===== src/rtl/keypad_scan_encoder_if.sv =====
// keypad_scan_encoder_if: raw key lines and enable in, encoded key event outputs back.
interface keypad_scan_encoder_if #(
    parameter int NUM_KEYS = 10,
    parameter int CODE_W   = 4
);
    logic [NUM_KEYS-1:0] keypad;
    logic                enablen;
    logic [CODE_W-1:0]   code;
    logic                data_valid;
    logic                key_strobe;
    logic                multi_key;

    modport master (output keypad, enablen, input code, data_valid, key_strobe, multi_key);
    modport slave  (input keypad, enablen, output code, data_valid, key_strobe, multi_key);
endinterface


===== src/rtl/keypad_scan_encoder.sv =====
// keypad_scan_encoder: synchronise, debounce and priority-encode keypad lines into key events.
// Define KEYPAD_AUTOREPEAT_EN to re-strobe a held key every REPEAT_CYCLES clocks.
module keypad_scan_encoder #(
    parameter int NUM_KEYS        = 10,
    parameter int CODE_W          = 4,
    parameter int DEBOUNCE_CYCLES = 4,
    parameter int REPEAT_CYCLES   = 16
) (
    input logic                  clk,
    input logic                  reset,
    keypad_scan_encoder_if.slave bus
);
    localparam int CW = $clog2(DEBOUNCE_CYCLES + 1);

    if (NUM_KEYS < 2 || NUM_KEYS > 16) begin : g_bad_keys
        $error("NUM_KEYS out of range");
    end
    if ((1 << CODE_W) < NUM_KEYS) begin : g_bad_code
        $error("CODE_W too narrow for NUM_KEYS");
    end
    if (DEBOUNCE_CYCLES < 2 || DEBOUNCE_CYCLES > 255) begin : g_bad_deb
        $error("DEBOUNCE_CYCLES out of range");
    end
    if (REPEAT_CYCLES < 2 || REPEAT_CYCLES > 65535) begin : g_bad_rep
        $error("REPEAT_CYCLES out of range");
    end

    typedef enum logic [1:0] {IDLE, DEBOUNCE, PRESSED, RELEASE} state_t;

    state_t              state, state_n;
    logic [NUM_KEYS-1:0] s1, s;
    logic [CW-1:0]       cnt, cnt_n;
    logic [CODE_W-1:0]   cand, cand_n, code_n, enc;
    logic                valid_n, strobe_n, hit, last;

`ifdef KEYPAD_AUTOREPEAT_EN
    localparam int RW = $clog2(REPEAT_CYCLES);
    logic [RW-1:0] rep, rep_n;
    logic          rep_wrap;
    assign rep_wrap = rep == RW'(REPEAT_CYCLES - 1);
`endif

    assign hit  = |s;
    assign last = cnt == CW'(DEBOUNCE_CYCLES - 1);

    // Ascending scan so the highest set line wins.
    always_comb begin
        enc = '0;
        for (int i = 0; i < NUM_KEYS; i++)
            if (s[i]) enc = CODE_W'(i);
    end

    always_comb begin
        state_n  = state;
        cnt_n    = cnt;
        cand_n   = cand;
        code_n   = bus.code;
        valid_n  = bus.data_valid;
        strobe_n = 1'b0;
`ifdef KEYPAD_AUTOREPEAT_EN
        rep_n    = rep;
`endif
        if (bus.enablen) begin
            state_n = IDLE;
            valid_n = 1'b0;
        end else begin
            case (state)
                IDLE: if (hit) begin
                    state_n = DEBOUNCE;
                    cand_n  = enc;
                    cnt_n   = CW'(1);
                end
                DEBOUNCE: if (hit && enc == cand) begin
                    cnt_n = cnt + CW'(1);
                    if (last) begin
                        state_n  = PRESSED;
                        code_n   = cand;
                        valid_n  = 1'b1;
                        strobe_n = 1'b1;
`ifdef KEYPAD_AUTOREPEAT_EN
                        rep_n    = '0;
`endif
                    end
                end else begin
                    state_n = IDLE;
                end
                PRESSED: if (!hit) begin
                    state_n = RELEASE;
                    cnt_n   = CW'(1);
                end
`ifdef KEYPAD_AUTOREPEAT_EN
                else begin
                    rep_n    = rep_wrap ? '0 : rep + RW'(1);
                    strobe_n = rep_wrap;
                end
`endif
                RELEASE: if (hit) begin
                    state_n = PRESSED;
                end else if (last) begin
                    state_n = IDLE;
                    valid_n = 1'b0;
                end else begin
                    cnt_n = cnt + CW'(1);
                end
                default: state_n = IDLE;
            endcase
        end
    end

    always_ff @(posedge clk) begin
        if (reset) begin
            s1             <= '0;
            s              <= '0;
            state          <= IDLE;
            cnt            <= '0;
            cand           <= '0;
            bus.code       <= '0;
            bus.data_valid <= 1'b0;
            bus.key_strobe <= 1'b0;
            bus.multi_key  <= 1'b0;
        end else begin
            s1             <= bus.keypad;
            s              <= s1;
            state          <= state_n;
            cnt            <= cnt_n;
            cand           <= cand_n;
            bus.code       <= code_n;
            bus.data_valid <= valid_n;
            bus.key_strobe <= strobe_n;
            bus.multi_key  <= |(s & (s - NUM_KEYS'(1)));
        end
    end

`ifdef KEYPAD_AUTOREPEAT_EN
    always_ff @(posedge clk) begin
        if (reset) rep <= '0;
        else rep <= rep_n;
    end
`endif
endmodule


===== src/flat_wrapper.sv =====
// flat-port wrapper written by rule: the top's interface ports become plain ports
module keypad_scan_encoder_flat 
#(
    parameter int NUM_KEYS        = 10,
    parameter int CODE_W          = 4,
    parameter int DEBOUNCE_CYCLES = 4,
    parameter int REPEAT_CYCLES   = 16
)
  (clk, reset, bus_keypad, bus_enablen, bus_code, bus_data_valid, bus_key_strobe, bus_multi_key);
  keypad_scan_encoder_if #(.NUM_KEYS(NUM_KEYS), .CODE_W(CODE_W)) bus_i ();
  input logic clk;
  input logic reset;
  input wire logic [$bits(bus_i.keypad)-1:0] bus_keypad;
  input wire logic [$bits(bus_i.enablen)-1:0] bus_enablen;
  output wire logic [$bits(bus_i.code)-1:0] bus_code;
  output wire logic [$bits(bus_i.data_valid)-1:0] bus_data_valid;
  output wire logic [$bits(bus_i.key_strobe)-1:0] bus_key_strobe;
  output wire logic [$bits(bus_i.multi_key)-1:0] bus_multi_key;
  assign bus_i.keypad = bus_keypad;
  assign bus_i.enablen = bus_enablen;
  assign bus_code = bus_i.code;
  assign bus_data_valid = bus_i.data_valid;
  assign bus_key_strobe = bus_i.key_strobe;
  assign bus_multi_key = bus_i.multi_key;
  keypad_scan_encoder #(.NUM_KEYS(NUM_KEYS), .CODE_W(CODE_W), .DEBOUNCE_CYCLES(DEBOUNCE_CYCLES), .REPEAT_CYCLES(REPEAT_CYCLES)) u_core (.clk(clk), .reset(reset), .bus(bus_i));
endmodule

===== config.mk =====
export PLATFORM = sky130hd
export DESIGN_NAME = keypad_scan_encoder_flat
export DESIGN_NICKNAME = d
export VERILOG_FILES = /design/src/rtl/keypad_scan_encoder_if.sv /design/src/rtl/keypad_scan_encoder.sv /design/src/flat_wrapper.sv
export SDC_FILE = /design/constraint.sdc
export NUM_CORES = 1
export LEC_CHECK = 0
export CORE_ASPECT_RATIO = 1.2
export CORE_MARGIN = 2
export CORE_UTILIZATION = 34
export DETAILED_ROUTE_END_ITERATION = 6
export PLACE_DENSITY = 0.53
export SYNTH_ARGS = -nofsm -noshare
export SYNTH_HDL_FRONTEND = slang
export SYNTH_SLANG_ARGS = --single-unit
export TNS_END_PERCENT = 100

===== constraint.sdc =====
create_clock -name clk -period 6.1 [get_ports clk]
set_clock_uncertainty 0.1 [all_clocks]
set_input_delay 0.61 -clock clk [delete_from_list [all_inputs] [get_ports clk]]
set_output_delay 0.61 -clock clk [all_outputs]
set_load 0.05 [all_outputs]

==> results.sh, run 1 <==
export IMPL_period_needed_ns=2.19
export IMPL_worst_slack_ns=3.91
export IMPL_dpl_hpwl_um=1950
export IMPL_synth_fp_nets=177
export IMPL_worst_r2r_endpoint="u_core.bus.code[2]$_SDFFE_PP0P_"
export IMPL_drtIter0Drc=40
export IMPL_worstSkewPairLatency_ns=0.29
export IMPL_ios=20
export IMPL_grt_pass1_wl_um=4560
export IMPL_setup_viol=0
export IMPL_max_cap_violations=0
export IMPL_fmax_mhz=456
export IMPL_min_period_over_period_pct=36.0
export IMPL_synth_flop_cell="dfxtp_1"
export IMPL_r2r_setup_slack_ns=3.97
export IMPL_root_buffer="clkbuf_8"
export IMPL_r2r_start="u_core.s[8]$_SDFF_PP0_"
export IMPL_async_flop_share_pct=0
export IMPL_grt_overflow=0
export IMPL_cp_required_ns=6.17
export IMPL_pre_cts_slack_ns=3.53
export IMPL_rows=27
export IMPL_gp_routability_congestion=0.787
export IMPL_die_h_um=78.2
export IMPL_synth_edf_count=0
export IMPL_start_util_pct=34.7
export IMPL_wl_per_cell_um=11.1
export IMPL_die_w_um=65.8
export IMPL_fillCellCount=454
export IMPL_crit_path_cell_trace="clkdlybuf4s50_1, inv_1, nand3_1, mux2i_1"
export IMPL_antenna_found_initial=0
export IMPL_hold_violations=0
export IMPL_drc_errors=0
export IMPL_hold_end="u_core.s[2]$_SDFF_PP0_"
export IMPL_yosysSeqAreaShare_pct=46.2
export IMPL_relSlewSlack_pct=28.8
export IMPL_antenna_cells=0
export IMPL_end_kind="register"
export IMPL_criticalPathCategory="in2reg"
export IMPL_post_cts_buffers=0
export IMPL_fin_setup_tns_ns=0
export IMPL_cts_inserted_buffers=5
export IMPL_final_util_pct=42.1
export IMPL_cts_hold_buf=0
export IMPL_crit_buf_inv=2
export IMPL_reg2reg_depth=6
export IMPL_cts_tree="yes"
export IMPL_cts_clk_slew_worst_paths_ns=0.07
export IMPL_cts_sinks=36
export IMPL_worst_path_largest_cell_delay_ns=1.18
export IMPL_slew_viol_final=0
export IMPL_synth_seq_cells=36
export IMPL_synth_cells=162
export IMPL_dieArea_um2=5150
export IMPL_hold_depth=1
export IMPL_critPathLaunchType="input pin"
export IMPL_via_count=1182
export IMPL_leakage_nw=0.690
export IMPL_ir_drop_mv=0.118
export IMPL_drt_wl_total_um=2680
export IMPL_worstMarginPinSlew_ns=1.06
export IMPL_crit_family="buffers and inverters"
export IMPL_port_buffers=19
export IMPL_grt_pass1_vias=1026
export IMPL_syn_area_per_cell_um2=9.63
export IMPL_htree_levels=2
export IMPL_critPathLaunch="reset"
export IMPL_coreArea_um2=4490
export IMPL_min_from="u_core.s1[2]$_SDFF_PP0_"
export IMPL_rsz0062_at_grt="false"
export IMPL_track_usage_pct=11.5
export IMPL_crit_arrival_ns=2.26
export IMPL_ant_nets=0
export IMPL_firstDrtPassIters=4
export IMPL_drive_gt1_share_pct=9.84
export IMPL_crit_path_max_fanout=32
export IMPL_cts_max_path_buffers=2
export IMPL_vias_per_cell=4.90
export IMPL_power_per_cell_area_nw_per_um2=257
export IMPL_cp_slowest_cell="clkdlybuf4s50_1"
export IMPL_outcome="finished clean"
export IMPL_final_net_count=197
export IMPL_synth_cell_type_count=46
export IMPL_syn2layout_area_growth_pct=21.2
export IMPL_synth_area_um2=1560
export IMPL_grt_max_degree=33
export IMPL_ctsResizeCount=0
export IMPL_ys_warn_count=0
export IMPL_hold_path_class="reg2reg"
## how the worst max path moves through the flow
stage                                            end  slack [ns]  cells after the start
after global routing      u_core.cnt[1]$_SDFFE_PP0P_        3.68                      4
after global placement    u_core.cnt[1]$_SDFFE_PP0P_        3.60                      4
after detailed placement  u_core.cnt[1]$_SDFFE_PP0P_        3.53                      4
after CTS                 u_core.cnt[1]$_SDFFE_PP0P_        3.86                      4
final                     u_core.cnt[1]$_SDFFE_PP0P_        3.91                      4
after floorplan           u_core.cnt[0]$_SDFFE_PP0P_        4.12                      5
## synthesized netlist by cell type, types with 2 or more instances
cell	number	area [µm²]
nor2b_1	22	138
mux2i_1	6	60.1
a21oi_1	6	30.0
inv_1	6	22.5
dfxtp_1	36	721
or2_1	2	12.5
nand4_1	2	12.5
o221a_1	2	22.5
nor2_1	16	60.1
buf_2	2	10.0
nand3_1	3	15.0
nand2_1	9	33.8
nand3b_1	4	30.0
maj3_1	2	20.0
o21a_1	2	15.0
a21o_1	2	15.0
ha_1	2	25.0
nor3_1	7	35.0
clkbuf_1	4	15.0
## metrics by stage
step           power, mW  hold WS [ns]  std cells  cell area (µm²)
3_3_place_gp       0.321         0.323        233             1800
4_1_cts            0.494         0.338        241             1890
2_1_floorplan      0.304         0.314        162             1560
5_1_grt            0.514         0.360        241             1890
3_5_place_dp       0.322         0.320        233             1800
6_report           0.486         0.336        241             1890
## layout by cell type, fill, tap and decap left out, drive strengths merged, types with 2 or more instances in the layout
| master | count |
|---|---|
| ha | 2 |
| nand4 | 2 |
| o21a | 2 |
| clkinvlp | 2 |
| nand3b | 4 |
| clkdlybuf4s50 | 19 |
| a21oi | 6 |
| nor4 | 2 |
| dfxtp | 36 |
| nor2 | 16 |
| nand2 | 9 |
| clkbuf | 5 |
| inv | 6 |
| mux2i | 6 |
| or2 | 4 |
| nand3 | 4 |
| nor3 | 7 |
| or3 | 2 |
| o221a | 2 |
| maj3 | 2 |
| a211oi | 2 |
| a21o | 2 |
| nor2b | 22 |
## area by class of cell
type | count | area [µm²] | share of cell area (%)
Multi-Input combinational cell | 114 | 792 | 41.9
Sequential cell | 36 | 721 | 38.1
Timing Repair Buffer | 19 | 190 | 10.1
Tap cell | 58 | 72.6 | 3.84
Clock buffer | 5 | 68.8 | 3.64
Clock inverter | 3 | 23.8 | 1.26
Inverter | 6 | 22.5 | 1.19
## worst reg2reg max path, delay by kind of cell (launching register included)
| family | cells | cell delay [ns] |
|---|---|---|
| compound gates | 2 | 0.75 |
| simple gates | 3 | 0.44 |
| flops | 1 | 0.42 |
| mux | 1 | 0.27 |
## power breakdown
part / leakage (nW) / internal (mW) / switching (mW)
registers: 0.296 / 0.245 / 0.00875
logic: 0.355 / 0.0317 / 0.0314
clock network: 0.0404 / 0.0808 / 0.0885
total: 0.690 / 0.357 / 0.129
## flip-flops by register name (all words and copies together), names as in the netlist
signal / cells
u_core.state: 2
u_core.cand: 4
u_core.bus.data_valid: 1
u_core.bus.multi_key: 1
u_core.bus.code: 4
u_core.cnt: 3
u_core.bus.key_strobe: 1
u_core.s1: 10
u_core.s: 10
## logic make-up after synthesis
logic type,synth area share [%]
DFF,46.2
buffers and inverters,3.05
and+or+nand+nor,28.5
AOI/OAI and AO/OA,14.8
muxes,4.57
adders and majority gates,2.89
## layer usage
layer  track usage, %  up-vias  routed length (µm)
met5                0        -                   0
met2             17.8       29                1280
met3             3.01        7                 126
met1             14.3      534                1210
met4             6.25        0                  59
li1                 -      612                   -
No activity file was read; power rests on OpenSTA's default activity.
==> run 2: changes to the inputs <==
--- a/config.mk
+++ b/config.mk
@@ -9,7 +9,7 @@
 export CORE_MARGIN = 2
 export CORE_UTILIZATION = 34
 export DETAILED_ROUTE_END_ITERATION = 6
-export PLACE_DENSITY = 0.53
+export PLACE_DENSITY = 0.55
 export SYNTH_ARGS = -nofsm -noshare
 export SYNTH_HDL_FRONTEND = slang
 export SYNTH_SLANG_ARGS = --single-unit
==> constraint.sdc (replaced) <==
create_clock -name clk -period 1.9 [get_ports clk]
set_clock_uncertainty 0.1 [all_clocks]
set_input_delay 0.19 -clock clk [delete_from_list [all_inputs] [get_ports clk]]
set_output_delay 0.19 -clock clk [all_outputs]
set_load 0.05 [all_outputs]
==> run 2 against run 1 <==
The flow now finishes with violations (negative setup slack). Sequential share of layout area fell by 3.8 points. Critical path depth grew 2. Combinational power rose to 4.5 times the previous value. Wire length grew 17%. Die area is the same. Core utilization is 5.5 points higher. Final cell count grew 8.7%. Global-route usage increased by 2.2 points. Register-to-register slack worse by 4.1 ns. First-iteration DRC count shrank 23%.
==> results.sh, run 2 (synthesized netlist as in run 1, its figures left out) <==
export IMPL_grt_pass1_wl_um=5240
export IMPL_worst_path_largest_cell_delay_ns=0.36
export IMPL_grt_max_degree=23
export IMPL_end_kind="register"
export IMPL_htree_levels=2
export IMPL_dpl_hpwl_um=2390
export IMPL_cts_tree="yes"
export IMPL_cp_slowest_cell="a221oi_4"
export IMPL_cts_hold_buf=0
export IMPL_antenna_cells=0
export IMPL_cts_inserted_buffers=5
export IMPL_relSlewSlack_pct=67.1
export IMPL_power_per_cell_area_nw_per_um2=767
export IMPL_min_period_over_period_pct=105
export IMPL_die_h_um=78.2
export IMPL_root_buffer="clkbuf_8"
export IMPL_coreArea_um2=4490
export IMPL_gp_routability_congestion=0.845
export IMPL_fillCellCount=432
export IMPL_period_needed_ns=2.00
export IMPL_wl_per_cell_um=12.0
export IMPL_grt_overflow=0
export IMPL_final_util_pct=47.5
export IMPL_crit_path_cell_trace="nor2b_1, a211o_1, a211oi_4, o211ai_4, a221oi_4, o221a_1"
export IMPL_die_w_um=65.8
export IMPL_drive_gt1_share_pct=25.5
export IMPL_ir_drop_mv=0.457
export IMPL_criticalPathCategory="reg2reg"
export IMPL_final_net_count=218
export IMPL_layout_commonest_cell="dfxtp_1"
export IMPL_top_regs="u_core.s1 (10), u_core.s (10)"
export IMPL_via_count=1284
export IMPL_leakage_nw=0.819
export IMPL_r2r_setup_slack_ns=-0.10
export IMPL_setup_viol=5
export IMPL_worstSkewPairLatency_ns=0.29
export IMPL_ant_nets=0
export IMPL_report_power_total_mw=1.64
export IMPL_fmax_mhz=499
export IMPL_hold_violations=0
export IMPL_cp_required_ns=2.03
export IMPL_max_cap_violations=0
export IMPL_drc_errors=0
export IMPL_rsz0062_at_grt="true"
export IMPL_outcome="finished, violations left"
export IMPL_crit_arrival_ns=2.14
export IMPL_hold_path_class="reg2reg"
export IMPL_cts_max_path_buffers=2
export IMPL_firstDrtPassIters=4
export IMPL_violations="negative setup slack"
export IMPL_slew_viol_final=0
export IMPL_track_usage_pct=13.7
export IMPL_cts_clk_slew_worst_paths_ns=0.08
export IMPL_final_cell_mix="30 x dfxtp_1, 22 x nor2b_1, 21 x buf_4, 19 x clkdlybuf4s50_1, 15 x nor2_1"
export IMPL_antenna_found_initial=0
export IMPL_syn2layout_area_growth_pct=36.9
export IMPL_ios=20
export IMPL_cts_sinks=36
export IMPL_grt_pass1_vias=1254
export IMPL_start_util_pct=34.7
export IMPL_drtIter0Drc=31
export IMPL_dieArea_um2=5150
export IMPL_crit_path_max_fanout=5
export IMPL_crit_buf_inv=0
export IMPL_port_buffers=19
export IMPL_vias_per_cell=4.90
export IMPL_worstMarginPinSlew_ns=0.492
export IMPL_drt_wl_total_um=3130
export IMPL_worst_slack_ns=-0.103
export IMPL_rows=27
export IMPL_critPathLaunchType="register"
export IMPL_crit_family="compound AO/OA/AOI/OAI gates"
export IMPL_fin_setup_tns_ns=-0.331
[run 2: changes by cell type in the layout (fill, tap and decap cells not counted), moves of 2 or more]
cell | before | now
dfxtp_2 | 0 | 4
nor3_2 | 0 | 2
nor3_1 | 7 | 5
buf_4 | 0 | 21
dfxtp_1 | 36 | 30
dfxtp_4 | 0 | 2
[run 2: metal layers]
| layer | global-route usage, % | part of all wire [%] | up-vias | routed length (µm) |
|---|---|---|---|---|
| li1 | - | - | 655 | - |
| met1 | 13.4 | 41 | 598 | 1270 |
| met2 | 24.4 | 53 | 25 | 1670 |
| met3 | 5.16 | 4.0 | 6 | 126 |
| met4 | 7.08 | 2.1 | 0 | 65 |
| met5 | 0 | 0 | - | 0 |
[run 2: path summary, 6_finish.rpt]
check                     startpoint                         end  cells past startpoint
max           u_core.s[4]$_SDFF_PP0_  u_core.cnt[0]$_SDFFE_PP0P_                      6
min          u_core.s1[1]$_SDFF_PP0_      u_core.s[1]$_SDFF_PP0_                      1
max reg2reg   u_core.s[4]$_SDFF_PP0_  u_core.cnt[0]$_SDFFE_PP0P_                      6
min reg2reg  u_core.s1[1]$_SDFF_PP0_      u_core.s[1]$_SDFF_PP0_                      1
[run 2: worst reg2reg max path: stages (launching register included)]
cell	delay [ns]
dfxtp_2	0.34
nor2b_1	0.15
a211o_1	0.32
a211oi_4	0.30
o211ai_4	0.14
a221oi_4	0.36
o221a_1	0.24
[run 2: cell type report]
type / count / area [µm²] / share of cell area (%)
clock inverter: 3 / 23.8 / 1.11
timing repair buffer: 40 / 348 / 16.3
tap: 58 / 72.6 / 3.40
sequential: 36 / 733 / 34.3
clock buffer: 5 / 68.8 / 3.22
multi-input combinational: 114 / 867 / 40.6
inverter: 6 / 22.5 / 1.05
[run 2: timing repair]
action | CTS | global route
buffers inserted | 1 | 2
gates resized for setup | 8 | 9
pin swaps | 4 | 6
endpoints found under the setup margin | 9 | 11
[run 2: metrics by stage]
step,area (µm²),cells,hold WS (ns),worst slack (ns)
2_1_floorplan,1580,162,0.168,-0.00378
5_1_grt,2140,262,0.335,-0.185
3_5_place_dp,1960,251,0.320,-0.132
6_report,2140,262,0.338,-0.103
4_1_cts,2090,260,0.328,-0.0912
3_3_place_gp,1960,251,0.317,-0.0738
[run 2: power by group]
group | internal, mW | leakage, nW | switching [mW]
sequential | 0.785 | 0.298 | 0.0241
clock | 0.259 | 0.0404 | 0.289
combinational | 0.149 | 0.480 | 0.132
total | 1.19 | 0.819 | 0.445
==> run 3: changes to the inputs <==
--- a/config.mk
+++ b/config.mk
@@ -6,7 +6,7 @@
 export NUM_CORES = 1
 export LEC_CHECK = 0
 export CORE_ASPECT_RATIO = 1.2
-export CORE_MARGIN = 2
+export CORE_MARGIN = 10
 export CORE_UTILIZATION = 34
 export DETAILED_ROUTE_END_ITERATION = 6
 export PLACE_DENSITY = 0.55
==> run 3 against run 2 <==
The flow still finishes with violations (negative setup slack). Largest cell class unchanged. Combinational power is 4% higher. Critical path depth stayed put. Worst hold slack hardly changed. Register-to-register slack better by 0.03 ns. Sequential power hardly changed. First-iteration DRC count is 39% higher. Sequential share of layout area is 0.77 points lower. Non-clock buffer count is 1 higher. Die area is 50% higher. Final cell count is 0.38% lower.
==> results.sh, run 3 (synthesized netlist as in run 1, its figures left out) <==
export IMPL_dieArea_um2=7710
export IMPL_worst_slack_ns=-0.0690
export IMPL_vias_per_cell=4.82
export IMPL_grt_max_degree=23
export IMPL_max_cap_violations=0
export IMPL_dpl_hpwl_um=2490
export IMPL_die_h_um=94.2
export IMPL_critPathLaunch="u_core.s[5]$_SDFF_PP0_"
export IMPL_violations="negative setup slack"
export IMPL_switchingPower_uw=432
export IMPL_rsz0062_at_grt="true"
export IMPL_pwr_share_clk_pct=37.4
export IMPL_syn2layout_area_growth_pct=39.5
export IMPL_fillCellCount=421
export IMPL_top_regs="u_core.s1 (10), u_core.s (10)"
export IMPL_start_util_pct=35.8
export IMPL_placedCellCount=250
export IMPL_firstDrtPassIters=4
export IMPL_final_cell_mix="30 x dfxtp_1, 21 x nor2b_1, 21 x buf_4, 19 x clkdlybuf4s50_1, 14 x nor2_1"
export IMPL_hold_path_class="reg2reg"
export IMPL_drtIter0Drc=43
export IMPL_outcome="finished, violations left"
export IMPL_hold_depth=1
export IMPL_critPathLaunchType="register"
export IMPL_wl_met3_um=223
export IMPL_track_usage_pct=9.56
export IMPL_ir_drop_mv=0.492
export IMPL_cts_tree="yes"
export IMPL_crit_path_max_fanout=5
export IMPL_cts_hold_buf=0
export IMPL_pwr_share_seq_pct=46.1
export IMPL_grt_pass1_vias=1326
export IMPL_port_buffers=19
export IMPL_coreArea_um2=4360
export IMPL_netSwitchingFraction_pct=24.5
export IMPL_drc_errors=0
export IMPL_antenna_found_initial=0
export IMPL_via_count=1258
export IMPL_rows=26
export IMPL_r2r_setup_slack_ns=-0.07
export IMPL_hold_violations=0
export IMPL_pre_cts_slack_ns=-0.114
export IMPL_min_period_over_period_pct=104
export IMPL_power_per_cell_area_nw_per_um2=810
export IMPL_drive_gt1_share_pct=28.3
export IMPL_grt_pass1_wl_um=5820
export IMPL_end_kind="register"
export IMPL_fmax_mhz=508
export IMPL_htree_levels=2
export IMPL_r2r_start="u_core.s[5]$_SDFF_PP0_"
export IMPL_criticalPathCategory="reg2reg"
export IMPL_final_net_count=219
export IMPL_dr_wl_met2_um=1650
export IMPL_setup_viol=5
export IMPL_cp_endpoint="u_core.cnt[2]$_SDFFE_PP0P_"
export IMPL_slew_viol_final=0
export IMPL_ant_nets=0
export IMPL_worstSkewPairLatency_ns=0.28
export IMPL_cts_inserted_buffers=5
export IMPL_worst_r2r_endpoint="u_core.cnt[2]$_SDFFE_PP0P_"
export IMPL_cts_sinks=36
export IMPL_root_buffer="clkbuf_8"
export IMPL_relSlewSlack_pct=66.7
export IMPL_ios=20
export IMPL_cts_max_path_buffers=2
export IMPL_grt_overflow=0
export IMPL_reg2reg_depth=6
export IMPL_worstMarginPinSlew_ns=0.498
export IMPL_wl_per_cell_um=12.7
export IMPL_layout_commonest_cell="dfxtp_1"
export IMPL_crit_arrival_ns=2.09
export IMPL_combPwrFrac_pct=16.5
export IMPL_highest_layer="met4"
export IMPL_gp_routability_congestion=0.842
export IMPL_final_cells=261
export IMPL_die_w_um=81.8
export IMPL_cts_clk_slew_worst_paths_ns=0.07
export IMPL_cp_required_ns=2.02
export IMPL_drt_met1_wl_um=1380
export IMPL_antenna_cells=0
export IMPL_drt_wl_total_um=3310
export IMPL_leakage_nw=0.841
export IMPL_period_needed_ns=1.97
export IMPL_internal_power_mw=1.33
run 3: power groups by stage:
stage	Combinational, mW	Clock, mW	Sequential, mW
after floorplan	0.158	0	0.830
after global placement	0.255	0	0.826
after detailed placement	0.259	0	0.828
after global routing	0.318	0.730	0.818
after CTS	0.282	0.688	0.813
final	0.291	0.660	0.813
run 3: worst min-delay path by stage:
| stage | startpoint | to | slack [ns] |
|---|---|---|---|
| finish | u_core.s1[9]$_SDFF_PP0_ | u_core.s[9]$_SDFF_PP0_ | 0.34 |
| global route | bus_keypad[4] | u_core.s1[4]$_SDFF_PP0_ | 0.35 |
| CTS | bus_keypad[0] | u_core.s1[0]$_SDFF_PP0_ | 0.34 |
| detailed placement | u_core.s1[9]$_SDFF_PP0_ | u_core.s[9]$_SDFF_PP0_ | 0.33 |
| global placement | u_core.s1[7]$_SDFF_PP0_ | u_core.s[7]$_SDFF_PP0_ | 0.32 |
| floorplan | bus_enablen | u_core.bus.key_strobe$_SDFF_PP0_ | 0.17 |
run 3: area by class of cell:
type	count	area, µm²	area share, %
Clock buffer	5	68.8	3.16
Multi-Input combinational cell	114	883	40.6
Tap cell	56	70.1	3.22
Timing Repair Buffer	41	359	16.5
Sequential cell	36	731	33.6
Clock inverter	3	42.5	1.95
Inverter	6	22.5	1.03
run 3: metal layers:
metal | vias to the layer above | track usage, %
li1 | 652 | -
met5 | - | 0
met4 | 0 | 5.26
met2 | 28 | 16.0
met1 | 572 | 9.87
met3 | 6 | 3.83
run 3: through the flow:
stage / total power, mW / hold slack (ns) / TNS (ns) / instance area (µm²) / utilization (%)
after detailed placement: 1.09 / 0.325 / -0.529 / 1960 / 45.0
final: 1.76 / 0.338 / -0.204 / 2180 / 49.9
after CTS: 1.78 / 0.338 / -0.174 / 2140 / 49.0
after global routing: 1.87 / 0.346 / -0.866 / 2180 / 49.9
after global placement: 1.08 / 0.320 / -0.299 / 1960 / 45.0
after floorplan: 0.988 / 0.168 / -0.00555 / 1580 / -
run 3: repair_timing:
action	in CTS	in global routing
buffers inserted	2	1
gates resized for setup	14	9
setup endpoints to repair	9	11
pin swaps	2	3
run 3: critical path, cell delays in order (launching register included):
cell and delay (ns):
dfxtp_2 0.40, nor2_2 0.06, a211o_1 0.34, a211oi_4 0.29
o211ai_4 0.15, a221oi_4 0.35, mux2i_1 0.21
==> edit, RTL diff (config.mk and constraints of run 3) <==
Build with the macro `KEYPAD_AUTOREPEAT_EN` defined.
--- a/src/rtl/keypad_scan_encoder.sv
+++ b/src/rtl/keypad_scan_encoder.sv
@@ -1,4 +1,6 @@
 // keypad_scan_encoder: synchronise, debounce and priority-encode keypad lines into key events.
 // Define KEYPAD_AUTOREPEAT_EN to re-strobe a held key every REPEAT_CYCLES clocks.
+`define KEYPAD_AUTOREPEAT_EN
+
 module keypad_scan_encoder #(
     parameter int NUM_KEYS        = 10,
Check against the original RTL: same outputs for any inputs over 10 cycles, from zero or initial values and one cycle with reset high; that may be too few to reach the edited logic, so the function may still have changed.
==> edit against run 3 <==
- largest power group unchanged
- the flow still finishes with violations (setup timing)
- total power grew 14%
- sequential cell count grew 4
- sequential power grew 9.3%
- core utilization grew 2.7 points
- final area grew 29%
- wire length grew 40%
- critical path depth is the same
- worst setup slack lost 0.48 ns
- count of clock-buffer cells in the layout is the same
- area after synthesis grew 21%
- critical path type unchanged
- die area grew 16%
==> edit: results (changes against run 3) <==
Outcome = complete, but fails checks
Failing checks = setup timing
Pre-CTS WS = -0.565 ns (-0.451 ns)
Arithmetic-cell share of the synthesized area counting full adders, half adders and majority gates = 5.17% (+2.3 points)
Headroom to the max-slew limit = 66.7% (about the same)
Final setup violation count = 19 (+14)
HPWL Detailed = 3.26 mm (+31%)
Setup WS post-layout = -0.553 ns (-0.484 ns)
Mux share of post-synthesis cell area = 5.57% (+1.0 points)
Most frequent cells after synthesis = sky130_fd_sc_hd__dfxtp_1, sky130_fd_sc_hd__nor2_1, sky130_fd_sc_hd__nor2b_1
Compound-gate portion of the synthesized area = 17.9% (+3.1 points)
Post-route setup TNS = -6.27 ns (-6.07 ns)
Worst path arrival time = 2.54 ns (+0.45 ns)
Number of nets in the finished design = 307 (+40%)
Static power due to leakage = 1.16 nW (+38%)
Iter 0 DRT Violations = 75 (+74%)
Wire length of the first global-routing pass = 7.58 mm (+30%)
Portion of synthesized cell area occupied by the leading cell type = 42.4% (-3.8 points)
Register area share after synthesis = 42.4% (-3.8 points)
Worst-Skew Late Latency = 0.30 ns (+0.02 ns)
Crit path max fanout = 4 (-1)
Final weighted congestion of routability-driven global placement = 0.818 (-2.8%)
Per-cell via count in the routed design = 4.99 (+3.6%)
Vias in the first global route = 1639 (+24%)
Largest net degree at the start of global routing = 21 (-8.7%)
Number of distinct library cell variants in the gate-level netlist after synthesis = 48 (+4.3%)
Fill cell total of the finished layout = 524 (+24%)
Cell types occupying the most area after synthesis = sky130_fd_sc_hd__dfxtp_1, sky130_fd_sc_hd__nor2b_1, sky130_fd_sc_hd__mux2i_1
Fraction of synthesized cell area in xor and xnor cells = 0% (unchanged)
==> edit: layout make-up <==
| class | instances | area (µm²) | area share (%) |
|---|---|---|---|
| Timing Repair Buffer | 78 | 663 | 23.6 |
| Multi-Input combinational cell | 150 | 1100 | 39.2 |
| Clock buffer | 5 | 68.8 | 2.45 |
| Tap cell | 62 | 77.6 | 2.76 |
| Inverter | 12 | 45.0 | 1.60 |
| Clock inverter | 3 | 46.3 | 1.65 |
| Sequential cell | 40 | 805 | 28.7 |
==> edit: through the flow <==
stage	cell area, µm²	cells	util, %
CTS	2770	348	52.0
detailed placement	2490	331	46.7
global placement	2490	331	46.7
finish	2810	350	52.6
floorplan	1910	212	-
global route	2810	350	52.6
==> edit: kinds of logic after synthesis <==
logic type / count (synthesis)
simple gates: 87
compound gates: 45
flops: 40
buf+inv: 22
mux: 10
fa+ha+maj: 8
==> edit: layer usage <==
layer / up-vias / routed length, µm / track usage [%]
li1: 905 / - / -
met1: 805 / 2100 / 12.0
met2: 31 / 2270 / 17.8
met3: 6 / 176 / 2.81
met4: 0 / 82 / 4.67
met5: - / 0 / 0
==> edit: path summary, 6_finish.rpt <==
| path | cells after the start | slack [ns] | endpoint | startpoint |
|---|---|---|---|---|
| min | 1 | 0.34 | u_core.s[2] | u_core.s1[2] |
| max | 6 | -0.55 | u_core.cnt[2] | u_core.s[7] |
| max reg2reg | 6 | -0.55 | u_core.cnt[2] | u_core.s[7] |
| min reg2reg | 1 | 0.34 | u_core.s[2] | u_core.s1[2] |
==> edit: critical path, stage by stage, from the launching register on <==
cell,delay [ns]
sky130_fd_sc_hd__dfxtp_2,0.33
sky130_fd_sc_hd__or4_4,0.55
sky130_fd_sc_hd__or3_4,0.42
sky130_fd_sc_hd__or3_4,0.35
sky130_fd_sc_hd__a31oi_4,0.21
sky130_fd_sc_hd__o21ai_4,0.10
sky130_fd_sc_hd__mux2_4,0.30
==> edit: repair_timing <==
item | in CTS | in global routing
setup endpoints to repair | 17 | 18
resized for setup | 19 | 7
pin swaps | 11 | 8
setup buffers | 9 | 3
endpoints found under the hold margin | 0 | 0
==> edit: where the power goes <==
group / total (W) / internal (W) / switching [W]
registers: 0.000889 / 0.000870 / 0.0000188
clock network: 0.000714 / 0.000396 / 0.000318
logic: 0.000415 / 0.000228 / 0.000188
total: 0.00202 / 0.00149 / 0.000525
